[src/rtl/pmp_pkg.sv]
// Shared definitions for the pattern-match controller: register map, FSM states
// and STATUS bit layout.
package pmp_pkg;

  localparam int unsigned MAX_PATLEN = 8;
  localparam int unsigned PidxW      = $clog2(MAX_PATLEN);

  localparam logic [4:0] OffCtrl    = 5'h00;
  localparam logic [4:0] OffPatlen  = 5'h04;
  localparam logic [4:0] OffPat     = 5'h08;
  localparam logic [4:0] OffText    = 5'h0C;
  localparam logic [4:0] OffStatus  = 5'h10;
  localparam logic [4:0] OffCount   = 5'h14;
  localparam logic [4:0] OffLastpos = 5'h18;
  localparam logic [4:0] OffEot     = 5'h1C;

  localparam int unsigned CtrlStart = 0;
  localparam int unsigned CtrlClear = 1;

  localparam int unsigned StatusBusy  = 0;
  localparam int unsigned StatusEmpty = 1;
  localparam int unsigned StatusFull  = 2;
  localparam int unsigned StatusOvf   = 3;
  localparam int unsigned StatusDone  = 4;

  typedef enum logic [1:0] {
    StIdle,
    StRun,
    StDone
  } pmp_state_e;

endpackage

[src/rtl/pmp_fifo.sv]
// Byte-wide synchronous FIFO holding text awaiting the matcher; supports flush and
// a simultaneous push/pop when full.
module pmp_fifo #(
  parameter int unsigned Depth = 8
) (
  input  logic       clk_i,
  input  logic       reset_i,
  input  logic       flush_i,
  input  logic       push_i,
  input  logic [7:0] wdata_i,
  input  logic       pop_i,
  output logic [7:0] rdata_o,
  output logic       full_o,
  output logic       empty_o
);

  localparam int unsigned PtrW = $clog2(Depth);

  logic [7:0]    mem_q [Depth];
  logic [PtrW:0] wr_ptr_q, wr_ptr_d;
  logic [PtrW:0] rd_ptr_q, rd_ptr_d;
  logic          do_push, do_pop;

  assign empty_o = (wr_ptr_q == rd_ptr_q);
  assign full_o  = (wr_ptr_q[PtrW] != rd_ptr_q[PtrW]) &&
                   (wr_ptr_q[PtrW-1:0] == rd_ptr_q[PtrW-1:0]);
  assign rdata_o = mem_q[rd_ptr_q[PtrW-1:0]];

  // A pop in the same cycle frees the slot, so a full FIFO still accepts the push.
  assign do_push = push_i && (!full_o || pop_i) && !flush_i;
  assign do_pop  = pop_i && !empty_o && !flush_i;

  always_comb begin
    wr_ptr_d = wr_ptr_q + {{PtrW{1'b0}}, do_push};
    rd_ptr_d = rd_ptr_q + {{PtrW{1'b0}}, do_pop};
    if (flush_i) begin
      wr_ptr_d = '0;
      rd_ptr_d = '0;
    end
  end

  always_ff @(posedge clk_i) begin
    if (reset_i) begin
      wr_ptr_q <= '0;
      rd_ptr_q <= '0;
    end else begin
      wr_ptr_q <= wr_ptr_d;
      rd_ptr_q <= rd_ptr_d;
    end
  end

  always_ff @(posedge clk_i) begin
    if (do_push) begin
      mem_q[wr_ptr_q[PtrW-1:0]] <= wdata_i;
    end
  end

endmodule

[src/rtl/pmp_ctrl.sv]
// Memory-mapped streaming pattern matcher: counts (overlapping) occurrences of a
// 1..8 byte pattern in text pushed through a FIFO.
module pmp_ctrl
  import pmp_pkg::*;
#(
  parameter logic [31:0] BASE_ADDR  = 32'h0000_0400,
  parameter int unsigned FIFO_DEPTH = 8
) (
  input  logic        clk,
  input  logic        reset,
  input  logic [31:0] daddr,
  input  logic [31:0] dwdata,
  input  logic [3:0]  dwe,
  output logic [31:0] drdata
);

  localparam int unsigned WinBits = 8 * MAX_PATLEN;

  logic [31:0]  off;
  logic [4:0]   reg_sel;
  logic         in_win, wr_en;
  logic         wr_ctrl, wr_patlen, wr_pat, wr_text, wr_eot;
  logic         start, clear, patlen_ok;

  pmp_state_e                 state_q, state_d;
  logic [3:0]                 patlen_q, patlen_d;
  logic [MAX_PATLEN-1:0][7:0] pattern_q, pattern_d;
  logic [PidxW-1:0]           pidx_q, pidx_d;
  logic                       ovf_q, ovf_d;
  logic                       eot_q, eot_d;
  logic [15:0]                count_q, count_d;
  logic [15:0]                lastpos_q, lastpos_d;
  logic [15:0]                pos_q, pos_d;
  logic [WinBits-1:0]         window_q, window_d;

  logic [WinBits-1:0] cand;
  logic [7:0]         fifo_rdata;
  logic               fifo_full, fifo_empty, pop, overflow;
  logic               pat_hit, reach, match;
  logic [3:0]         pat_sel;
  logic [31:0]        status;
  logic               unused_bits;

  assign off       = daddr - BASE_ADDR;
  assign in_win    = (off < 32'd32);
  assign reg_sel   = {off[4:2], 2'b00};
  assign wr_en     = in_win && (dwe != 4'h0);
  assign wr_ctrl   = wr_en && (reg_sel == OffCtrl);
  assign wr_patlen = wr_en && (reg_sel == OffPatlen);
  assign wr_pat    = wr_en && (reg_sel == OffPat);
  assign wr_text   = wr_en && (reg_sel == OffText);
  assign wr_eot    = wr_en && (reg_sel == OffEot);
  assign start     = wr_ctrl && dwdata[CtrlStart];
  assign clear     = wr_ctrl && dwdata[CtrlClear];
  assign patlen_ok = (dwdata[7:0] >= 8'd1) && (dwdata[7:0] <= 8'(MAX_PATLEN));
  assign pop       = (state_q == StRun) && !fifo_empty && !clear;
  assign overflow  = wr_text && fifo_full && !pop;
  assign unused_bits = ^{dwdata[31:8], off[1:0]};

  pmp_fifo #(
    .Depth(FIFO_DEPTH)
  ) u_fifo (
    .clk_i  (clk),
    .reset_i(reset),
    .flush_i(clear),
    .push_i (wr_text),
    .wdata_i(dwdata[7:0]),
    .pop_i  (pop),
    .rdata_o(fifo_rdata),
    .full_o (fifo_full),
    .empty_o(fifo_empty)
  );

  // Newest byte sits in cand[7:0]; pattern[0] lines up with the oldest of the
  // last patlen bytes.
  always_comb begin
    cand    = {window_q[WinBits-9:0], fifo_rdata};
    pat_hit = 1'b1;
    pat_sel = '0;
    for (int k = 0; k < MAX_PATLEN; k++) begin
      pat_sel = patlen_q - 4'(k + 1);
      if ((4'(k) < patlen_q) && (cand[8*k +: 8] != pattern_q[pat_sel[PidxW-1:0]])) begin
        pat_hit = 1'b0;
      end
    end
  end

  assign reach = ({1'b0, pos_q} + 17'd1) >= {13'b0, patlen_q};
  assign match = pop && reach && pat_hit;

  always_comb begin
    state_d   = state_q;
    patlen_d  = patlen_q;
    pattern_d = pattern_q;
    pidx_d    = pidx_q;
    ovf_d     = ovf_q;
    eot_d     = eot_q;
    count_d   = count_q;
    lastpos_d = lastpos_q;
    pos_d     = pos_q;
    window_d  = window_q;

    if (clear) begin
      state_d   = StIdle;
      pidx_d    = '0;
      ovf_d     = 1'b0;
      eot_d     = 1'b0;
      count_d   = '0;
      lastpos_d = '0;
      pos_d     = '0;
      window_d  = '0;
    end else begin
      if (start && (state_q != StRun)) begin
        state_d   = StRun;
        eot_d     = 1'b0;
        count_d   = '0;
        lastpos_d = '0;
        pos_d     = '0;
        window_d  = '0;
      end else if (state_q == StRun) begin
        if (pop) begin
          window_d = cand;
          pos_d    = pos_q + 16'd1;
          if (match) begin
            count_d   = (count_q == 16'hFFFF) ? count_q : count_q + 16'd1;
            lastpos_d = pos_q;
          end
        end
        if (wr_eot) begin
          eot_d = 1'b1;
        end
        if (eot_q && fifo_empty) begin
          state_d = StDone;
        end
      end

      if (wr_patlen && patlen_ok && (state_q != StRun)) begin
        patlen_d = dwdata[3:0];
      end
      if (wr_pat && (state_q != StRun)) begin
        pattern_d[pidx_q] = dwdata[7:0];
        pidx_d            = pidx_q + PidxW'(1);
      end
      if (overflow) begin
        ovf_d = 1'b1;
      end
    end
  end

  always_ff @(posedge clk) begin
    if (reset) begin
      state_q   <= StIdle;
      patlen_q  <= 4'd1;
      pattern_q <= '0;
      pidx_q    <= '0;
      ovf_q     <= 1'b0;
      eot_q     <= 1'b0;
      count_q   <= '0;
      lastpos_q <= '0;
      pos_q     <= '0;
      window_q  <= '0;
    end else begin
      state_q   <= state_d;
      patlen_q  <= patlen_d;
      pattern_q <= pattern_d;
      pidx_q    <= pidx_d;
      ovf_q     <= ovf_d;
      eot_q     <= eot_d;
      count_q   <= count_d;
      lastpos_q <= lastpos_d;
      pos_q     <= pos_d;
      window_q  <= window_d;
    end
  end

  always_comb begin
    status              = '0;
    status[StatusBusy]  = (state_q == StRun);
    status[StatusEmpty] = fifo_empty;
    status[StatusFull]  = fifo_full;
    status[StatusOvf]   = ovf_q;
    status[StatusDone]  = (state_q == StDone);
  end

  always_comb begin
    drdata = '0;
    if (in_win) begin
      case (reg_sel)
        OffPatlen:  drdata = {28'b0, patlen_q};
        OffStatus:  drdata = status;
        OffCount:   drdata = {16'b0, count_q};
        OffLastpos: drdata = {16'b0, lastpos_q};
        default:    drdata = '0;
      endcase
    end
  end

endmodule

[config.mk]
export PLATFORM = sky130hd
export DESIGN_NAME = pmp_ctrl
export DESIGN_NICKNAME = d
export VERILOG_FILES = /design/src/rtl/pmp_pkg.sv /design/src/rtl/pmp_fifo.sv /design/src/rtl/pmp_ctrl.sv
export SDC_FILE = /design/constraint.sdc
export NUM_CORES = 1
export LEC_CHECK = 0
export CELL_PAD_IN_SITES_DETAIL_PLACEMENT = 1
export CELL_PAD_IN_SITES_GLOBAL_PLACEMENT = 2
export CORE_ASPECT_RATIO = 0.7
export CORE_MARGIN = 1
export CORE_UTILIZATION = 42
export DETAILED_ROUTE_END_ITERATION = 16
export PLACE_DENSITY_LB_ADDON = 0.1
export SLEW_MARGIN = 15
export SYNTH_ARGS = -nofsm -noshare
export SYNTH_HDL_FRONTEND = slang
export SYNTH_HIERARCHICAL = 1
export SYNTH_SLANG_ARGS = --single-unit
[constraint.sdc]
create_clock -name clk -period 7.8 [get_ports clk]
set_clock_uncertainty 0.2 [all_clocks]
set_input_delay 1.17 -clock clk [delete_from_list [all_inputs] [get_ports clk]]
set_output_delay 1.17 -clock clk [all_outputs]
set_load 0.005 [all_outputs]
==> metrics.yaml, run 1 <==
peakVddDrop_v: 0.000139
rr_endpoint: "count_q[11]"
synth_commonest_cells: "188 x nand2_1, 187 x dfxtp_1, 125 x nor2_1, 114 x a21oi_1, 110 x xnor2_1"
cts_buffers: 27
syn_avg_cell_area_um2: 10.1
die_h_um: 159
cap_violations: 0
cts-resized-gates: 0
cts_tree: "built"
wl_mm: 46.6
grt_first_pass_wirelength_mm: 70.4
cts_buffer_depth: 3
startpoint: "patlen_q[1]"
clock_sinks: 251
viasPerCell: 5.97
yosys-top-cells-area: "dfxtp_1 25%, edfxtp_1 13%, mux4_2 12%"
run_status: "completed"
synth_edf_count: 64
slew_headroom_pct: 18.4
fin_crit_ns: 5.63
antenna_found_initial: 1
start_util_pct: 43.3
drtAntennaViolNets: 0
clkTransAtPathRegs_ns: 0.07
cts_setup_buffers: 0
gp_congestion: 0.888
syn_to_final_growth_pct: 12.3
maxSlewViolCount: 0
holdBufCountCts: 0
syn_area_mm2: 0.0147
required_ns: 8.07
remaining_drc_errors: 0
final_core_util_pct: 48.6
place_ws_ns: 2.05
grt_max_degree: 75
setup_viol: 0
synth-main-ff-cell: "dfxtp_1"
met2_length_mm: 19.4
rsz0062_at_grt: "false"
worstMarginPinSlew_ns: 1.22
synth_top_area_share_pct: 25.5
synth_cell_types: 75
hp-class: "reg -> reg"
clkLatencyLatePin_ns: 0.56
ys_seq_elements: 251
endpoint: "count_q[11]"
highest_layer: "met4"
reg2reg_depth: 10
finalCritPeriodShare_pct: 72.2
ys_warn_count: 6
min_from: "lastpos_q[0]"
wl_per_cell_um: 23.9
core_area_mm2: 0.0340
startpoint_type: "flop"
hold_viol: 0
layout-drive-gt1-share_pct: 12.1
arrival_ns: 5.90
reg2reg_slack_ns: 2.17
synth.most_common_cell: "nand2_1"
wl_met3_mm: 3.36
die_w_um: 226
async_flop_share_pct: 0
yosysSeqAreaShare_pct: 38.5
met1_length_mm: 22.5
path_max_fanout: 37
die_area_mm2: 0.0358
p_per_area_mw_per_mm2: 174
hold_slack_ns: 0.265
gr-total-overflow: 0
r2r_start: "patlen_q[1]"
crit_type: "reg -> reg"
pin_count: 102
setup_ws_ns: 2.17
max_freq_mhz: 178
final.setup.tns_ns: 0
grt_use_total_pct: 26.2
grt_pass1_vias: 11400
leakage_nw: 5.38
dr.pass1.iters: 5
yosysTopAreaCell: "dfxtp_1"
via_count: 11600
cts_root_buffer: "clkbuf_16"
port_buffers: 59
hpwl_mm: 33.3
h-tree-depth: 1
critPathCaptureType: "flop"
placementRows: 56
diodes: 0
final_nets: 1545
drt-initial-drc-count: 886
syn_inst: 1460
[logic make-up (layout without fill, tap and decap cells)]
kind of cell	Yosys count	count (layout)	synth area share (%)
AND/OR/NAND/NOR	511	511	16.4
flip-flops	251	251	38.5
AO/OA/AOI/OAI	212	212	8.90
buffers and inverters	134	141	4.35
multiplexers	209	209	23.0
XOR/XNOR	129	129	7.68
other	1	16	0.0255
adder cells (fa/ha/maj)	13	13	1.11
[worst min-delay path by stage]
stage                                to  depth (start not counted)
after floorplan           lastpos_q[10]                          2
after global placement     lastpos_q[0]                          2
after detailed placement   lastpos_q[0]                          2
after CTS                  lastpos_q[0]                          2
after global routing       window_q[53]                          2
final                      lastpos_q[0]                          2
[through the flow]
| step | instances | power (mW) | instance area (um^2) |
|---|---|---|---|
| floorplan | 1475 | 1.40 | 14800 |
| global placement | 1897 | 1.43 | 15500 |
| detailed placement | 1897 | 1.43 | 15500 |
| CTS | 1946 | 2.90 | 16500 |
| global route | 1946 | 2.95 | 16500 |
| finish | 1946 | 2.87 | 16500 |
[layout by cell type (no fill, tap or decap), drive strengths merged, types with 9 or more instances in the layout]
cell,count
nand2,188
dfxtp,187
nor2,125
a21oi,114
xnor2,110
mux2i,99
mux4,97
edfxtp,64
clkdlybuf4s50,58
nand3,41
nand4,30
clkbuf,30
nor3,23
buf,20
xor2,19
nand2b,17
a22oi,16
conb,16
and3,16
inv,16
o21ai,14
mux2,13
ha,13
nor4,13
o22ai,12
nor3b,10
or3,10
a31oi,9
[layer usage]
metal | up-vias | global-route usage [%]
li1 | 5335 | -
met1 | 5829 | 38.6
met2 | 379 | 38.1
met3 | 71 | 5.81
met4 | 0 | 7.87
met5 | - | 0
[flip-flops by register name, indices dropped and copies added, names as in the netlist]
signal / flops
pattern_q: 64
u_fifo/mem_q: 64
window_q: 56
count_q: 16
lastpos_q: 16
pos_q: 16
patlen_q: 4
u_fifo/rd_ptr_q: 4
u_fifo/wr_ptr_q: 4
pidx_q: 3
state_q: 2
eot_q: 1
ovf_q: 1
[power breakdown]
group          internal, mW  leakage, nW   switching, mW
Sequential             1.33         2.08  0.000000000166
Combinational        0.0254         2.83          0.0440
Clock                 0.903        0.472           0.569
[final cells by class]
type | count | area, um^2
multi-input combinational | 1090 | 8490
sequential | 251 | 5670
clock inverter | 19 | 313
timing repair buffer | 78 | 728
fill | 3725 | 17500
tap | 464 | 581
clock buffer | 30 | 687
inverter | 14 | 52.6
[critical path: stages (launching register included)]
cell and delay [ns]:
dfxtp_2 0.78, buf_4 0.59, mux4_2 0.56, mux2i_1 0.38, xnor2_1 0.11, nor4_1 0.73
o21ai_0 0.21, o41ai_1 0.39, nand4_1 0.67, or4_1 0.72, a21oi_1 0.15
(Power assumes the default switching activity.)
==> run 2: changes to the inputs <==
--- a/config.mk
+++ b/config.mk
@@ -9,7 +9,7 @@
 export CELL_PAD_IN_SITES_GLOBAL_PLACEMENT = 2
 export CORE_ASPECT_RATIO = 0.7
 export CORE_MARGIN = 1
-export CORE_UTILIZATION = 42
+export CORE_UTILIZATION = 39
 export DETAILED_ROUTE_END_ITERATION = 16
 export PLACE_DENSITY_LB_ADDON = 0.1
 export SLEW_MARGIN = 15
==> constraint.sdc (replaced) <==
create_clock -name clk -period 5.8 [get_ports clk]
set_clock_uncertainty 0.2 [all_clocks]
set_input_delay 0.87 -clock clk [delete_from_list [all_inputs] [get_ports clk]]
set_output_delay 0.87 -clock clk [all_outputs]
set_load 0.005 [all_outputs]
==> run 2 against run 1 <==
Compared with the run above: the run now ends with design-rule violations left; wire length increased by 1.4%; maximum frequency increased by 17%; power increased by 31%; hold slack got worse by 0.0077 ns; flip-flop and latch count unchanged; die area increased by 7.6%; register-to-register slack got worse by 1.2 ns; via count increased by 0.15%; sequential power increased by 35%; critical path type unchanged; critical endpoint is now count_q[15]; largest power group unchanged.
==> metrics.yaml, run 2 (synthesized netlist as in run 1, its figures left out) <==
run_status: "finished, violations left"
violations: "design-rule violations"
diodes: 0  # unchanged
start_util_pct: 39.6  # -3.7 points
arrival_ns: 5.09  # -0.81 ns
register_area_mm2: 0.00567  # unchanged
die_w_um: 234  # +3.7%
final_nets: 1557  # +0.78%
wl_mm: 47.2  # +1.4%
multi_input_area_mm2: 0.00848  # about the same
setup_viol: 0  # unchanged
viasPerCell: 5.86  # -1.8%
cts_buffers: 29  # +7.4%
clkTransAtPathRegs_ns: 0.06  # about the same
crit_slowest_cell: "dfxtp_4"
layout-drive-gt1-share_pct: 13.0  # +0.82 points
crit_path_frequent_cell: "or4_1"
cts-resized-gates: 0  # unchanged
holdBufCountCts: 0  # unchanged
final.setup.tns_ns: 0  # unchanged
hold_viol: 0  # unchanged
endpoint: "count_q[15]"
path_max_fanout: 44  # +19%
max_freq_mhz: 208  # +17%
grt_first_pass_wirelength_mm: 71.0  # +0.81%
drt-initial-drc-count: 855  # -3.5%
peakVddDrop_v: 0.000184  # +33%
pin_count: 102  # unchanged
fin_crit_ns: 4.81  # -0.820 ns
most-common-layout-cells: "188 x nand2_1, 184 x dfxtp_1, 125 x nor2_1"
grt_use_total_pct: 24.7  # -1.5 points
dr.pass1.iters: 13  # +8
finalCritPeriodShare_pct: 82.9  # +11 points
cpPeakStageDelay_ns: 0.82  # +0.04 ns
grt_pass1_vias: 11300  # -1.1%
gr-total-overflow: 0  # unchanged
cts_tree: "built"
worstPathCellList: "mux4_2, xnor2_1, o32ai_1, or4_1, nor4_2, nand2_1, o41ai_1, nand4_1, buf_4, or4_1, a21oi_1"
rsz0062_at_grt: "false"
fillers: 4082  # +9.6%
rr_endpoint: "count_q[15]"
p_per_area_mw_per_mm2: 227  # +30%
hp-class: "reg -> reg"
placementRows: 59  # +5.4%
maxSlewViolCount: 0  # unchanged
critPathCaptureType: "flop"
cts_setup_buffers: 0  # unchanged
final_core_util_pct: 44.8  # -3.8 points
required_ns: 6.09  # -1.98 ns
startpoint: "patlen_q[2]"
die_area_mm2: 0.0385  # +7.6%
r2r_start: "patlen_q[2]"
reg2reg_depth: 11  # +1
slew_headroom_pct: 21.0  # +2.6 points
crit_type: "reg -> reg"
remaining_drc_errors: 10  # +10
clkLatencyLatePin_ns: 0.56  # about the same
h-tree-depth: 1  # unchanged
gp_congestion: 0.870  # -2.1%
via_count: 11600  # +0.15%
clock_sinks: 251  # unchanged
final_common_cell: "nand2_1"
core_area_mm2: 0.0371  # +9.3%
antenna_found_initial: 1  # unchanged
port_buffers: 59  # unchanged
leakage_nw: 5.43  # +0.86%
grt_max_degree: 87  # +16%
cap_violations: 0  # unchanged
startpoint_type: "flop"
reg2reg_slack_ns: 0.99  # -1.18 ns
wl_per_cell_um: 23.8  # -0.55%
cts_root_buffer: "clkbuf_16"
syn_to_final_growth_pct: 13.2
finalPower_mw: 3.78  # +31%
drtAntennaViolNets: 0  # unchanged
worstMarginPinSlew_ns: 1.19  # -0.0334 ns
cts_buffer_depth: 3  # unchanged
die_h_um: 164  # +3.7%
hpwl_mm: 34.0  # +2.0%
[run 2: cell types whose count changed in the layout (fill, tap and decap cells not counted), sizes merged]
| cell | previous run | this run |
|---|---|---|
| buf | 20 | 30 |
| bufinv | 8 | 4 |
| clkbuf | 30 | 34 |
| clkinv | 5 | 7 |
| clkinvlp | 4 | 7 |
| inv | 16 | 15 |
[run 2: critical path: cells and delay by family (launching register included)]
family / cells / cell delay, ns
and+or+nand+nor: 5 / 1.63
AOI/OAI and AO/OA: 3 / 0.84
buffers and inverters: 1 / 0.27
muxes: 1 / 0.60
DFF: 1 / 0.82
xor gates and xnor gates: 1 / 0.30
[run 2: worst min path at each step]
stage                        from       endpoint  slack, ns  cells after the start
floorplan           lastpos_q[10]  lastpos_q[10]       0.24                      2
global placement     lastpos_q[0]   lastpos_q[0]       0.25                      2
detailed placement   lastpos_q[0]   lastpos_q[0]       0.25                      2
CTS                  lastpos_q[0]   lastpos_q[0]       0.26                      2
global route         window_q[52]   window_q[52]       0.29                      2
finish               lastpos_q[0]   lastpos_q[0]       0.26                      2
[run 2: report_power, final]
group	switching, mW	internal, mW	total [mW]
sequential	0.000000000216	1.79	1.79
clock	0.786	1.10	1.89
combinational	0.0602	0.0359	0.0961
total	0.846	2.93	3.78
[run 2: layer usage]
| layer | wire length (um) | part of all wire [%] | vias to the layer above | track usage [%] |
|---|---|---|---|---|
| met3 | 3250 | 6.9 | 52 | 5.16 |
| met5 | 0 | 0 | - | 0 |
| met1 | 23600 | 50 | 5878 | 37.7 |
| met4 | 965 | 2.0 | 0 | 5.52 |
| li1 | - | - | 5362 | - |
| met2 | 19400 | 41 | 340 | 35.3 |
[run 2: final cells by class]
cell class / instances / area share (%)
Sequential cell: 251 / 34.1
Timing Repair Buffer: 88 / 5.13
Clock buffer: 34 / 4.47
Tap cell: 488 / 3.67
Multi-Input combinational cell: 1090 / 51.0
Clock inverter: 19 / 1.34
Inverter: 14 / 0.316
[run 2: through the flow]
stage	setup WS [ns]	instances	hold slack [ns]	cell area [um^2]
2_1_floorplan	1.34	1475	0.236	14800
3_3_place_gp	0.727	1931	0.253	15700
3_5_place_dp	0.660	1931	0.254	15700
4_1_cts	1.02	1984	0.262	16600
5_1_grt	0.678	1984	0.289	16600
6_report	0.992	1984	0.257	16600
==> run 3: changes to the inputs <==
==> constraint.sdc (replaced) <==
create_clock -name clk -period 4.6 [get_ports clk]
set_clock_uncertainty 0.2 [all_clocks]
set_input_delay 0.69 -clock clk [delete_from_list [all_inputs] [get_ports clk]]
set_output_delay 0.69 -clock clk [all_outputs]
set_load 0.005 [all_outputs]
==> run 3 against run 2 <==
Compared with the run above: flip-flop and latch count unchanged; highest routed layer unchanged; setup slack worse by 0.77 ns; the run still ends with design-rule violations left; design area up 1.4%; sequential share of layout area down 0.48 points; die area unchanged; hold slack better by 0.0037 ns; clock-buffer cell count up 3; first-iteration DRC count up 19%; register-to-register slack worse by 0.77 ns; cell count up 1.5%; sequential power up 26%.
==> metrics.yaml, run 3 (synthesized netlist as in run 1, its figures left out) <==
final_common_cell: "nand2_1"
leakage_nw: 5.60  # +3.2%
grt_first_pass_wirelength_mm: 72.1  # +1.5%
die_h_um: 164  # unchanged
grt_use_total_pct: 24.9  # +0.21 points
most-common-layout-cells: "188 x nand2_1, 184 x dfxtp_1, 125 x nor2_1"
p_comb_share_pct: 2.8  # +0.3 points
hold_end: "lastpos_q[13]"
required_ns: 4.88  # -1.21 ns
internal_power_mw: 3.52  # +20%
register_area_mm2: 0.00567  # unchanged
remaining_drc_errors: 10  # unchanged
clkTransAtPathRegs_ns: 0.06  # about the same
hpwl_mm: 34.9  # +2.6%
gp_congestion: 0.937  # +7.7%
setup_ws_ns: 0.226  # -0.766 ns
h-tree-depth: 1  # unchanged
final_nets: 1589  # +2.1%
wl_per_cell_um: 23.7  # -0.35%
max_freq_mhz: 229  # +9.9%
crit_type: "reg -> reg"
antenna_found_initial: 0  # -1
fin_crit_ns: 4.37  # -0.434 ns
critPathCaptureType: "flop"
p_clk_share_pct: 47.4  # -2.6 points
path_max_fanout: 16  # -64%
port_buffers: 59  # unchanged
placed_area_mm2: 0.0160  # +2.3%
rr_endpoint: "count_q[15]"
clock_sinks: 251  # unchanged
placementRows: 59  # unchanged
grt_pass1_vias: 11500  # +1.9%
reg2reg_depth: 11  # unchanged
maxSlewViolCount: 0  # unchanged
hold_viol: 0  # unchanged
peakVddDrop_v: 0.000235  # +27%
startpoint_type: "flop"
setup_viol: 0  # unchanged
p_per_area_mw_per_mm2: 268  # +18%
arrival_ns: 4.66  # -0.43 ns
place_ws_ns: -0.0885  # -0.748 ns
gr-total-overflow: 0  # unchanged
cts_root_buffer: "clkbuf_16"
diodes: 0  # unchanged
final.setup.tns_ns: 0  # unchanged
viasPerCell: 5.83  # -0.52%
die_w_um: 234  # unchanged
power.switching_mw: 1.01  # +20%
fin_area_mm2: 0.0169  # +1.4%
cap_violations: 0  # unchanged
violations: "design-rule violations"
pin_count: 102  # unchanged
multi_input_area_mm2: 0.00848  # unchanged
run_status: "finished, violations left"
switching_share_pct: 22.3  # -0.074 points
finalPower_mw: 4.53  # +20%
start_util_pct: 39.6  # unchanged
hp-class: "reg -> reg"
fillers: 4084  # +0.049%
final_core_util_pct: 45.5  # +0.64 points
via_count: 11700  # +0.98%
cts_setup_buffers: 0  # unchanged
slew_headroom_pct: 44.6  # +24 points
cts_tree: "built"
grt_max_degree: 78  # -10%
syn_to_final_growth_pct: 14.8
wl_mm: 47.8  # +1.2%
cts-resized-gates: 0  # unchanged
core_area_mm2: 0.0371  # unchanged
clkLatencyLatePin_ns: 0.56  # about the same
drtAntennaViolNets: 0  # unchanged
min_path_cells: 2  # unchanged
r2r_start: "patlen_q[2]"
cts_buffer_depth: 3  # unchanged
reg2reg_slack_ns: 0.23  # -0.77 ns
die_area_mm2: 0.0385  # unchanged
rsz0062_at_grt: "false"
worstMarginPinSlew_ns: 0.829  # -0.356 ns
layout-drive-gt1-share_pct: 14.3  # +1.3 points
finalCritPeriodShare_pct: 95.1  # +12 points
holdBufCountCts: 0  # unchanged
p_seq_share_pct: 49.9  # +2.4 points
drt-initial-drc-count: 1021  # +19%
dr.pass1.iters: 13  # unchanged
cts_buffers: 27  # -6.9%
min_from: "lastpos_q[13]"
run 3: area by class of cell:
cell class                 count  area share (%)
clock buffer                  37            4.28
timing repair buffer         122            7.24
clock inverter                12           0.667
multi-input combinational   1090            50.3
tap                          488            3.62
inverter                      14           0.311
sequential                   251            33.6
run 3: worst max-delay path, stage by stage, from the launching register on:
cell and delay, ns:
dfxtp_4 0.52, buf_4 0.25, mux4_2 0.50, mux2i_1 0.33
xnor2_1 0.14, nor4_1 0.66, a22oi_1 0.18, a211oi_1 0.41
nand4_1 0.18, buf_4 0.23, or4_1 0.52, a21oi_1 0.15
run 3: how the worst max path moves through the flow:
stage	startpoint	to	slack (ns)	depth (start not counted)
floorplan	patlen_q[1]	count_q[11]	0.14	17
global placement	daddr[21]	count_q[15]	0.02	12
detailed placement	daddr[21]	count_q[15]	-0.09	12
CTS	patlen_q[2]	count_q[15]	0.26	11
global route	patlen_q[0]	count_q[15]	0.01	11
finish	patlen_q[2]	count_q[15]	0.23	11
run 3: power by group through the flow:
stage               registers [mW]  logic [mW]  clock network [mW]
finish                        2.26       0.125                2.14
global route                  2.26       0.137                2.28
CTS                           2.26       0.126                2.20
detailed placement            2.31       0.126                   0
global placement              2.31       0.124                   0
floorplan                     2.31      0.0605                   0
run 3: stage by stage:
stage	std cells	hold slack, ns
after detailed placement	1965	0.253
final	2014	0.261
after global placement	1965	0.248
after global routing	2014	0.278
after CTS	2014	0.264
after floorplan	1475	0.236
run 3: per-layer routing:
| layer | part of all wire, % | GRT usage (%) | vias to the layer above |
|---|---|---|---|
| met5 | 0 | 0 | - |
| met4 | 2.2 | 5.67 | 0 |
| met3 | 6.5 | 3.63 | 48 |
| met2 | 42 | 36.3 | 355 |
| met1 | 49 | 38.3 | 5943 |
| li1 | - | - | 5400 |
